[src/rtl/gpr_pkg.sv]
`default_nettype none
// ============================================================================
//  Module      : gpr_pkg
//  Description : Shared constants for the general-purpose register file:
//                default widths, reset values of $gp/$sp and the
//                architectural register indices used by the datapath.
//  Revision    : 1.0 - initial release
// ============================================================================
package gpr_pkg;

    // Default geometry of the register file
    localparam int DATA_W_DFLT = 32;
    localparam int ADDR_W_DFLT = 5;

    // Reset values of the global and stack pointers
    localparam logic [31:0] GP_RESET_DFLT = 32'h0000_1800;
    localparam logic [31:0] SP_RESET_DFLT = 32'h0000_2ffc;

    // Architectural register indices
    localparam int REG_ZERO = 0;
    localparam int REG_GP   = 28;
    localparam int REG_SP   = 29;
    localparam int REG_RA   = 31;

endpackage : gpr_pkg
`default_nettype wire

[src/rtl/gpr_read_port.sv]
`default_nettype none
// ============================================================================
//  Module      : gpr_read_port
//  Description : One operand read port of the register file. Forces index 0
//                to zero, optionally forwards a same-cycle write into the
//                operand (write-through), and holds the result in an operand
//                latch that only updates when ld_i is high.
//  Config      : GPR_BYPASS_EN - when defined, a committed write to the
//                register being loaded is forwarded into the latch.
//  Revision    : 1.0 - initial release
// ============================================================================
module gpr_read_port
    import gpr_pkg::*;
#(
    parameter int DATA_W = DATA_W_DFLT,
    parameter int ADDR_W = ADDR_W_DFLT
) (
    input  logic              clk,
    input  logic              rst,        // asynchronous, active low
    input  logic              ld_i,       // load the operand latch this cycle
    input  logic [ADDR_W-1:0] raddr_i,    // register index being read
    input  logic [DATA_W-1:0] rdata_i,    // raw array contents at raddr_i
`ifdef GPR_BYPASS_EN
    input  logic              wr_en_i,    // a non-$0 write commits this cycle
    input  logic [ADDR_W-1:0] waddr_i,    // index of that write
    input  logic [DATA_W-1:0] wdata_i,    // data of that write
`endif
    output logic [DATA_W-1:0] latch_o
);

    logic              w_is_zero;
    logic [DATA_W-1:0] w_rd_val;
    logic [DATA_W-1:0] w_sel_val;
    logic [DATA_W-1:0] latch_d;
    logic [DATA_W-1:0] latch_q;

    assign w_is_zero = (raddr_i == ADDR_W'(REG_ZERO));

    // $0 is hardwired to zero whatever the array happens to hold
    always_comb begin
        w_rd_val = rdata_i;
        if (w_is_zero) begin
            w_rd_val = '0;
        end
    end

`ifdef GPR_BYPASS_EN
    logic w_hit;

    // A committed write to the index being read wins over the stored value;
    // $0 is excluded explicitly so it can never be forwarded
    assign w_hit = wr_en_i && !w_is_zero && (waddr_i == raddr_i);

    // Select the forwarded write data on a hit, else the stored value
    always_comb begin
        w_sel_val = w_rd_val;
        if (w_hit) begin
            w_sel_val = wdata_i;
        end
    end
`else
    // Without forwarding the latch always sees the pre-write value
    always_comb begin
        w_sel_val = w_rd_val;
    end
`endif

    // Operand latch next state: load on ld_i, otherwise hold
    always_comb begin
        latch_d = latch_q;
        if (ld_i) begin
            latch_d = w_sel_val;
        end
    end

    // Operand latch register, cleared by reset
    always_ff @(posedge clk or negedge rst) begin
        if (!rst) begin
            latch_q <= '0;
        end else begin
            latch_q <= latch_d;
        end
    end

    assign latch_o = latch_q;

endmodule : gpr_read_port
`default_nettype wire

[src/rtl/gpr_file.sv]
`default_nettype none
// ============================================================================
//  Module      : gpr_file
//  Description : Multicycle-CPU general-purpose register file. 2**ADDR_W
//                registers of DATA_W bits, one write per cycle, two read
//                ports captured into A/B operand latches during ID. $0 reads
//                as zero; $gp and $sp leave reset at fixed non-zero values.
//                wr_cnt counts committed (non-$0) writes and wraps.
//  Config      : GPR_BYPASS_EN - when defined, a write and an operand load of
//                the same register in one cycle forward the new data into
//                the latch; otherwise the latch captures the old data.
//  Revision    : 1.0 - initial release
// ============================================================================
module gpr_file
    import gpr_pkg::*;
#(
    parameter int                DATA_W   = DATA_W_DFLT,
    parameter int                ADDR_W   = ADDR_W_DFLT,
    parameter logic [DATA_W-1:0] GP_RESET = DATA_W'(GP_RESET_DFLT),
    parameter logic [DATA_W-1:0] SP_RESET = DATA_W'(SP_RESET_DFLT)
) (
    input  logic              clk,
    input  logic              rst,        // asynchronous, active low
    input  logic              we,         // GPRWr from the control FSM
    input  logic [ADDR_W-1:0] waddr,
    input  logic [DATA_W-1:0] wdata,
    input  logic [ADDR_W-1:0] raddr_a,
    input  logic [ADDR_W-1:0] raddr_b,
    input  logic              ld_ab,
    output logic [DATA_W-1:0] a_out,
    output logic [DATA_W-1:0] b_out,
    output logic [15:0]       wr_cnt
);

    localparam int NREGS = 2 ** ADDR_W;

    logic [DATA_W-1:0] regs_q [NREGS];
    logic [15:0]       wr_cnt_d;
    logic [15:0]       wr_cnt_q;
    logic              w_wr_en;
    logic [DATA_W-1:0] w_raw_a;
    logic [DATA_W-1:0] w_raw_b;

    // Reset value of each register: $gp and $sp are preset, the rest clear
    function automatic logic [DATA_W-1:0] reset_value(input int idx);
        if (idx == REG_GP) begin
            return GP_RESET;
        end else if (idx == REG_SP) begin
            return SP_RESET;
        end
        return '0;
    endfunction

    // A write only commits when enabled and not aimed at $0
    assign w_wr_en = we && (waddr != ADDR_W'(REG_ZERO));

    // Register array: preset on reset, one indexed write per cycle
    always_ff @(posedge clk or negedge rst) begin
        if (!rst) begin
            for (int i = 0; i < NREGS; i++) begin
                regs_q[i] <= reset_value(i);
            end
        end else if (w_wr_en) begin
            regs_q[waddr] <= wdata;
        end
    end

    // Committed-write counter next state, wrapping at 2**16
    always_comb begin
        wr_cnt_d = wr_cnt_q;
        if (w_wr_en) begin
            wr_cnt_d = wr_cnt_q + 16'd1;
        end
    end

    // Committed-write counter register
    always_ff @(posedge clk or negedge rst) begin
        if (!rst) begin
            wr_cnt_q <= '0;
        end else begin
            wr_cnt_q <= wr_cnt_d;
        end
    end

    // Raw array lookups; the read ports take care of $0
    assign w_raw_a = regs_q[raddr_a];
    assign w_raw_b = regs_q[raddr_b];

    gpr_read_port #(
        .DATA_W (DATA_W),
        .ADDR_W (ADDR_W)
    ) u_port_a (
        .clk     (clk),
        .rst     (rst),
        .ld_i    (ld_ab),
        .raddr_i (raddr_a),
        .rdata_i (w_raw_a),
`ifdef GPR_BYPASS_EN
        .wr_en_i (w_wr_en),
        .waddr_i (waddr),
        .wdata_i (wdata),
`endif
        .latch_o (a_out)
    );

    gpr_read_port #(
        .DATA_W (DATA_W),
        .ADDR_W (ADDR_W)
    ) u_port_b (
        .clk     (clk),
        .rst     (rst),
        .ld_i    (ld_ab),
        .raddr_i (raddr_b),
        .rdata_i (w_raw_b),
`ifdef GPR_BYPASS_EN
        .wr_en_i (w_wr_en),
        .waddr_i (waddr),
        .wdata_i (wdata),
`endif
        .latch_o (b_out)
    );

    assign wr_cnt = wr_cnt_q;

endmodule : gpr_file
`default_nettype wire
[config.mk]
export PLATFORM = sky130hd
export DESIGN_NAME = gpr_file
export DESIGN_NICKNAME = d
export VERILOG_FILES = /design/src/rtl/gpr_pkg.sv /design/src/rtl/gpr_read_port.sv /design/src/rtl/gpr_file.sv
export SDC_FILE = /design/constraint.sdc
export NUM_CORES = 2
export LEC_CHECK = 0
export BUFFER_PORTS_ARGS = -buffer_cell sky130_fd_sc_hd__buf_2
export CAP_MARGIN = 0
export CORE_ASPECT_RATIO = 1.1
export CORE_MARGIN = 2
export CORE_UTILIZATION = 60
export DETAILED_ROUTE_END_ITERATION = 8
export PLACE_DENSITY = 0.83
export SYNTH_ARGS = -nofsm -noshare
export SYNTH_HDL_FRONTEND = slang
export SYNTH_SLANG_ARGS = --single-unit
[constraint.sdc]
create_clock -name clk -period 3.4 [get_ports clk]
set_input_delay 0.85 -clock clk [delete_from_list [all_inputs] [get_ports clk]]
set_output_delay 0.85 -clock clk [all_outputs]
set_load 0.01 [all_outputs]
; Yosys cells after proc, flatten, opt, wreduce, memory -nomap -nowiden
; Cells that the tools add are included.
[op_classes]
n_addsub = 1
n_lt_le_gt_ge = 4
mux = 11
n_bitwise = 3
n_reduce_logical = 5
[op_table]
columns = op, n
row1 = bitwise mux 1024 bit, 1
row2 = binary-select mux 32 bit (select 5 bit), 2
row3 = 2-to-1 mux 32 bit, 7
row4 = demux 32 bit (select 5 bit), 1
row5 = >= comparator 6 bit (second input constant), 3
row6 = inverter 5 -> 6 bit, 3
row7 = adder 16 x 1 -> 16 bit (second input constant), 1
row8 = zero test 5 bit, 2
row9 = less-than comparator 6 x 1 -> 1 bit (second input constant), 1
row10 = nonzero test 5 bit, 1
row11 = logical AND 1 bit, 2
[totals]
reg_bits = 1104
inputBits = 51
out_inout_bits = 80
elab_cells = 59

; Logic depth before layout (Yosys ltp)
[depth]
ltp_word = 6
ltp_mapped = 10
mapped_depth_nobuf = 5

; By module
; Synthesis repeated with hierarchy kept, for this count alone.
[hier_totals]
hier_cells = 4881
area_unflattened_um2 = 59407.0
[by_module_without_submodules]
columns = mod, instances, cells_each, area_per_inst_um2
row1 = gpr_file, 1, 4665, 56639.3
row2 = gpr_read_port, 2, 108, 1383.8

; Worst setup path before layout
; OpenSTA, ideal clock, no wires.
[synth_path]
path_type = input to register
start = in raddr_b[1]
end = reg u_port_b.latch_q[0], in the netlist u_port_b.latch_o[0]
setup_time_ns = 0.133
arrival_ns = 2.511
path_slack_ns = 0.756
path_stages = 7
cell_sequence = buf_6 buf_2 clkbuf_1 mux4_2 mux2_2 a2111oi_0 nor2_1
[synth_via]
elab_chain_cells = 5
word_cells_on_any_way = 6
cone_classes = 4 x mux / 1 x bitwise / 1 x reduce/logical
[synth_lines]
columns = item, line_no
row1 = start: declaration, gpr_file.sv:28  ; input logic [ADDR_W-1:0] raddr_b,
row2 = inverter 5 -> 6 bit (not written as such), gpr_file.sv:87  ; assign w_raw_b = regs_q[raddr_b];
row3 = binary-select mux 32 bit (select 5 bit), gpr_file.sv:87
row4 = 2-to-1 mux 32 bit (not written as such) (2 in series), gpr_file.sv:87
row5 = 2-to-1 mux 32 bit (*), gpr_read_port.sv:42  ; if (w_is_zero) begin
row6 = end signal: assignment, gpr_read_port.sv:81  ; latch_q <= latch_d;
row7 = end: declaration, gpr_read_port.sv:35  ; logic [DATA_W-1:0] latch_q;
; Mark *: on every way between the ends. The rest lies on a longest branch, timed or not. The select of a mux whose other input is x is not followed.
; A chain may end at the register's enable or synchronous reset.

; Worst setup path in the final report
[layout_path]
start = reg u_port_a.latch_q[19], in the netlist u_port_a.latch_o[19]
end = out a_out[19]
[layout_lines]
columns = item, line_no
row1 = start: declaration, gpr_read_port.sv:35
row2 = start signal: assignment, gpr_read_port.sv:81
row3 = end: declaration, gpr_file.sv:30  ; output logic [DATA_W-1:0] a_out,
; No word-level cell between the ends.

==> results.sh <==
export IMPL_status="complete, no violations"
export IMPL_fillers=6335
export IMPL_swShare=0.280
export IMPL_crit_path_end_kind="primary output"
export IMPL_worst_setup_path_start_kind="flop"
export IMPL_layout_cells_non_filler=5773
export IMPL_yosys_register_bits=1104
export IMPL_netlist_instances=4336
export IMPL_overflow=0
export IMPL_reg2reg_slack_ns=1.31
export IMPL_cp_required_ns=2.55
export IMPL_syn_area_per_cell_sq_um=13.4
export IMPL_post_route_period_util=0.723
export IMPL_syn_to_final_growth_pct=12.5
export IMPL_antenna_found_initial=29
export IMPL_r2r_end="u_port_b.latch_o[28]"
export IMPL_via_count=41800
export IMPL_power_frac_clock=0.339
export IMPL_grt_max_degree=92
export IMPL_p_int_w=0.0272
export IMPL_synth_top_flop_cell="dfrtp_1"
export IMPL_worstSetupPathType="flop to primary output"
export IMPL_clockBufferDepth=3
export IMPL_hpwlAfterDp_microns=113000
export IMPL_rr_worst_depth=4
export IMPL_fin_nets=4429
export IMPL_drt_total_wl_microns=188000
export IMPL_ios=131
export IMPL_synth_edff_count=0
export IMPL_critPathArrivalTime_ns=1.61
export IMPL_fp_dieH_microns=330
export IMPL_grt_pass1_wl_microns=276000
export IMPL_critPathMaxStageDelay_ns=0.53
export IMPL_viasPerCell=7.24
export IMPL_drc=0
export IMPL_maxCapViolCount=0
export IMPL_pwr_share_comb=0.193
export IMPL_crit_slowest_cell="dfrtp_1"
export IMPL_p_sw_w=0.0106
export IMPL_synthArstFlopShare=1.00
export IMPL_slew_headroom=0.399
export IMPL_worstSkewPairLatency_ns=0.73
export IMPL_cts_setup_buffers=0
export IMPL_ir_drop_v=0.000562
export IMPL_min_period_ns=2.46
export IMPL_htree_levels=3
export IMPL_rsz0062_at_grt="false"
export IMPL_report_final_slew_viol_count=0
export IMPL_setup_violations=0
export IMPL_crit_fanout=3
export IMPL_place_congestion=0.909
export IMPL_first_iter_violations=5264
export IMPL_hold_class="input port to asynchronous set/reset pin"
export IMPL_postCtsResizedCells=0
export IMPL_tightestPinTransition_ns=0.901
export IMPL_synthesis_area_sq_mm=0.0580
export IMPL_grt_usage=0.379
export IMPL_dieWidth_microns=300
export IMPL_ant_nets=0
export IMPL_crit_buf_inv=1
export IMPL_drive_gt1_frac=0.433
export IMPL_p_per_area_mw_per_mm2=579
export IMPL_cts_tree="yes"
export IMPL_yosysUniqueCellTypes=64
export IMPL_fin_skew_ns=0.0404
export IMPL_clock_fmax_mhz=407
export IMPL_rows=119
export IMPL_clkSlewWorstSetupHoldPaths_ns=0.06
export IMPL_pwr_share_seq=0.468
export IMPL_p_total_w=0.0378
export IMPL_dp_slack_ns=0.247
export IMPL_clockRootBuffer="clkbuf_16"
export IMPL_wire_per_inst_microns=32.5
export IMPL_syn_nets=4388
export IMPL_io_buffers=130
export IMPL_grt_pass1_vias=42700
export IMPL_yosysWarnings=0
export IMPL_core_sq_mm=0.0957
export IMPL_clkSinkCount=1104
export IMPL_tns_ns=0
export IMPL_cts_hold_buf=0
export IMPL_place_inst=5532
export IMPL_dpl_cell_area_sq_mm=0.0614
export IMPL_setup_slack_ns=0.940
export IMPL_design_area_sq_mm=0.0652
export IMPL_p_leak_nw=28.9
export IMPL_initial_core_util=0.606
export IMPL_hold_viol_final=0
export IMPL_die_area_sq_mm=0.0992
export IMPL_path_cells="buf_2"
export IMPL_timing_rr_start="regs_q[540]"
export IMPL_dr_pass1_iters=8
export IMPL_cts_buffers=113
export IMPL_path_delay_family="flip-flops"
export IMPL_seq_area_frac_synth=0.477
[synth_stat cells, drive strengths merged (13+ instances only)]
library cell,count,share of area
a2111oi,63,0.012
a211oi,61,0.0079
a21oi,63,0.0054
a221oi,30,0.0045
a22oi,31,0.0040
buf,172,0.016
clkbuf,284,0.018
dfrtp,1091,0.47
dfstp,13,0.0059
mux2,1062,0.21
mux2i,436,0.075
mux4,262,0.10
nand2,91,0.0059
nand4,36,0.0039
nor2,213,0.014
nor2b,126,0.014
nor4,32,0.0036
o21ai,62,0.0053
o22ai,93,0.010
o2bb2ai,30,0.0045
[power groups by stage]
stage | sequential (W) | combinational, W | clock (W)
2_1_floorplan | 0.0171 | 0.00532 | 0
3_3_place_gp | 0.0175 | 0.00689 | 0
3_5_place_dp | 0.0177 | 0.00717 | 0
4_1_cts | 0.0175 | 0.00723 | 0.0128
5_1_grt | 0.0179 | 0.00775 | 0.0134
6_report | 0.0177 | 0.00730 | 0.0128
[layout by cell type, fill, tap and decap left out, types with 13 or more instances in the layout]
cell type	Yosys	final
a2111oi_0	42	42
a2111oi_2	21	21
a211oi_1	61	61
a21oi_1	63	63
a221oi_1	30	30
a22oi_1	31	31
buf_12	1	72
buf_2	96	124
buf_4	16	181
clkbuf_1	284	39
clkbuf_16	0	115
clkbuf_8	0	30
clkinv_2	0	17
dfrtp_1	1091	1091
dfstp_2	13	13
diode_2	0	27
mux2_1	29	29
mux2_2	1020	1020
mux2_4	13	13
mux2i_1	436	436
mux4_2	261	261
nand2_1	91	75
nand2_2	0	16
nand4_1	36	36
nor2_1	213	195
nor2_4	0	18
nor2b_1	126	126
nor4_1	31	31
o21ai_0	61	61
o22ai_1	93	93
o2bb2ai_1	30	30
[through the flow]
step	util	hold slack, ns
global placement	0.641	0.384
global route	0.681	0.128
floorplan	-	0.445
CTS	0.681	0.104
detailed placement	0.641	0.389
finish	0.681	0.0929
[cell families after synthesis]
kind of cell               share of synthesized area
muxes                                          0.384
DFF                                            0.477
and+or+nand+nor                               0.0461
buffers and inverters                         0.0350
AOI/OAI and AO/OA                             0.0558
xor gates and xnor gates                     0.00226
adders and majority gates                   0.000216
[how the worst max path moves through the flow]
stage                     depth (start not counted)                  from             endpoint
after floorplan                                   7            raddr_b[1]  u_port_b.latch_o[0]
after global placement                            6            raddr_a[0]  u_port_a.latch_o[3]
after detailed placement                          6            raddr_a[0]  u_port_a.latch_o[3]
after CTS                                         6            raddr_a[0]  u_port_a.latch_o[3]
after global routing                              6            raddr_a[0]  u_port_a.latch_o[3]
final                                             1  u_port_a.latch_o[19]            a_out[19]
[state kept, by name, indices dropped and copies added, names as in the netlist]
name              flops
regs_q             1024
u_port_a.latch_o     32
u_port_b.latch_o     32
wr_cnt               16
[per-layer routing]
metal	track usage	share of wire	routed length, microns
met4	0.248	0.070	13100
met5	0	0.00034	64
met2	0.578	0.46	85400
met3	0.101	0.12	22200
met1	0.482	0.36	66800
[cell type report]
cell class	instances	area, sq um	share of cell area
diodes	27	67.6	0.00104
well taps	1270	1590	0.0244
clock inverters	30	373	0.00572
multi-input cells	2768	28600	0.438
clock buffers	184	3440	0.0527
repair buffers	382	3500	0.0536
inverters	8	30.0	0.000460
flip-flops and latches	1104	27600	0.424
[worst reg2reg max path: stages (launching register included)]
cell	delay [ns]
dfrtp_1	0.40
mux4_2	0.46
mux2_2	0.28
a2111oi_0	0.70
nor2_1	0.11
Power figures use the tool's default switching activity.
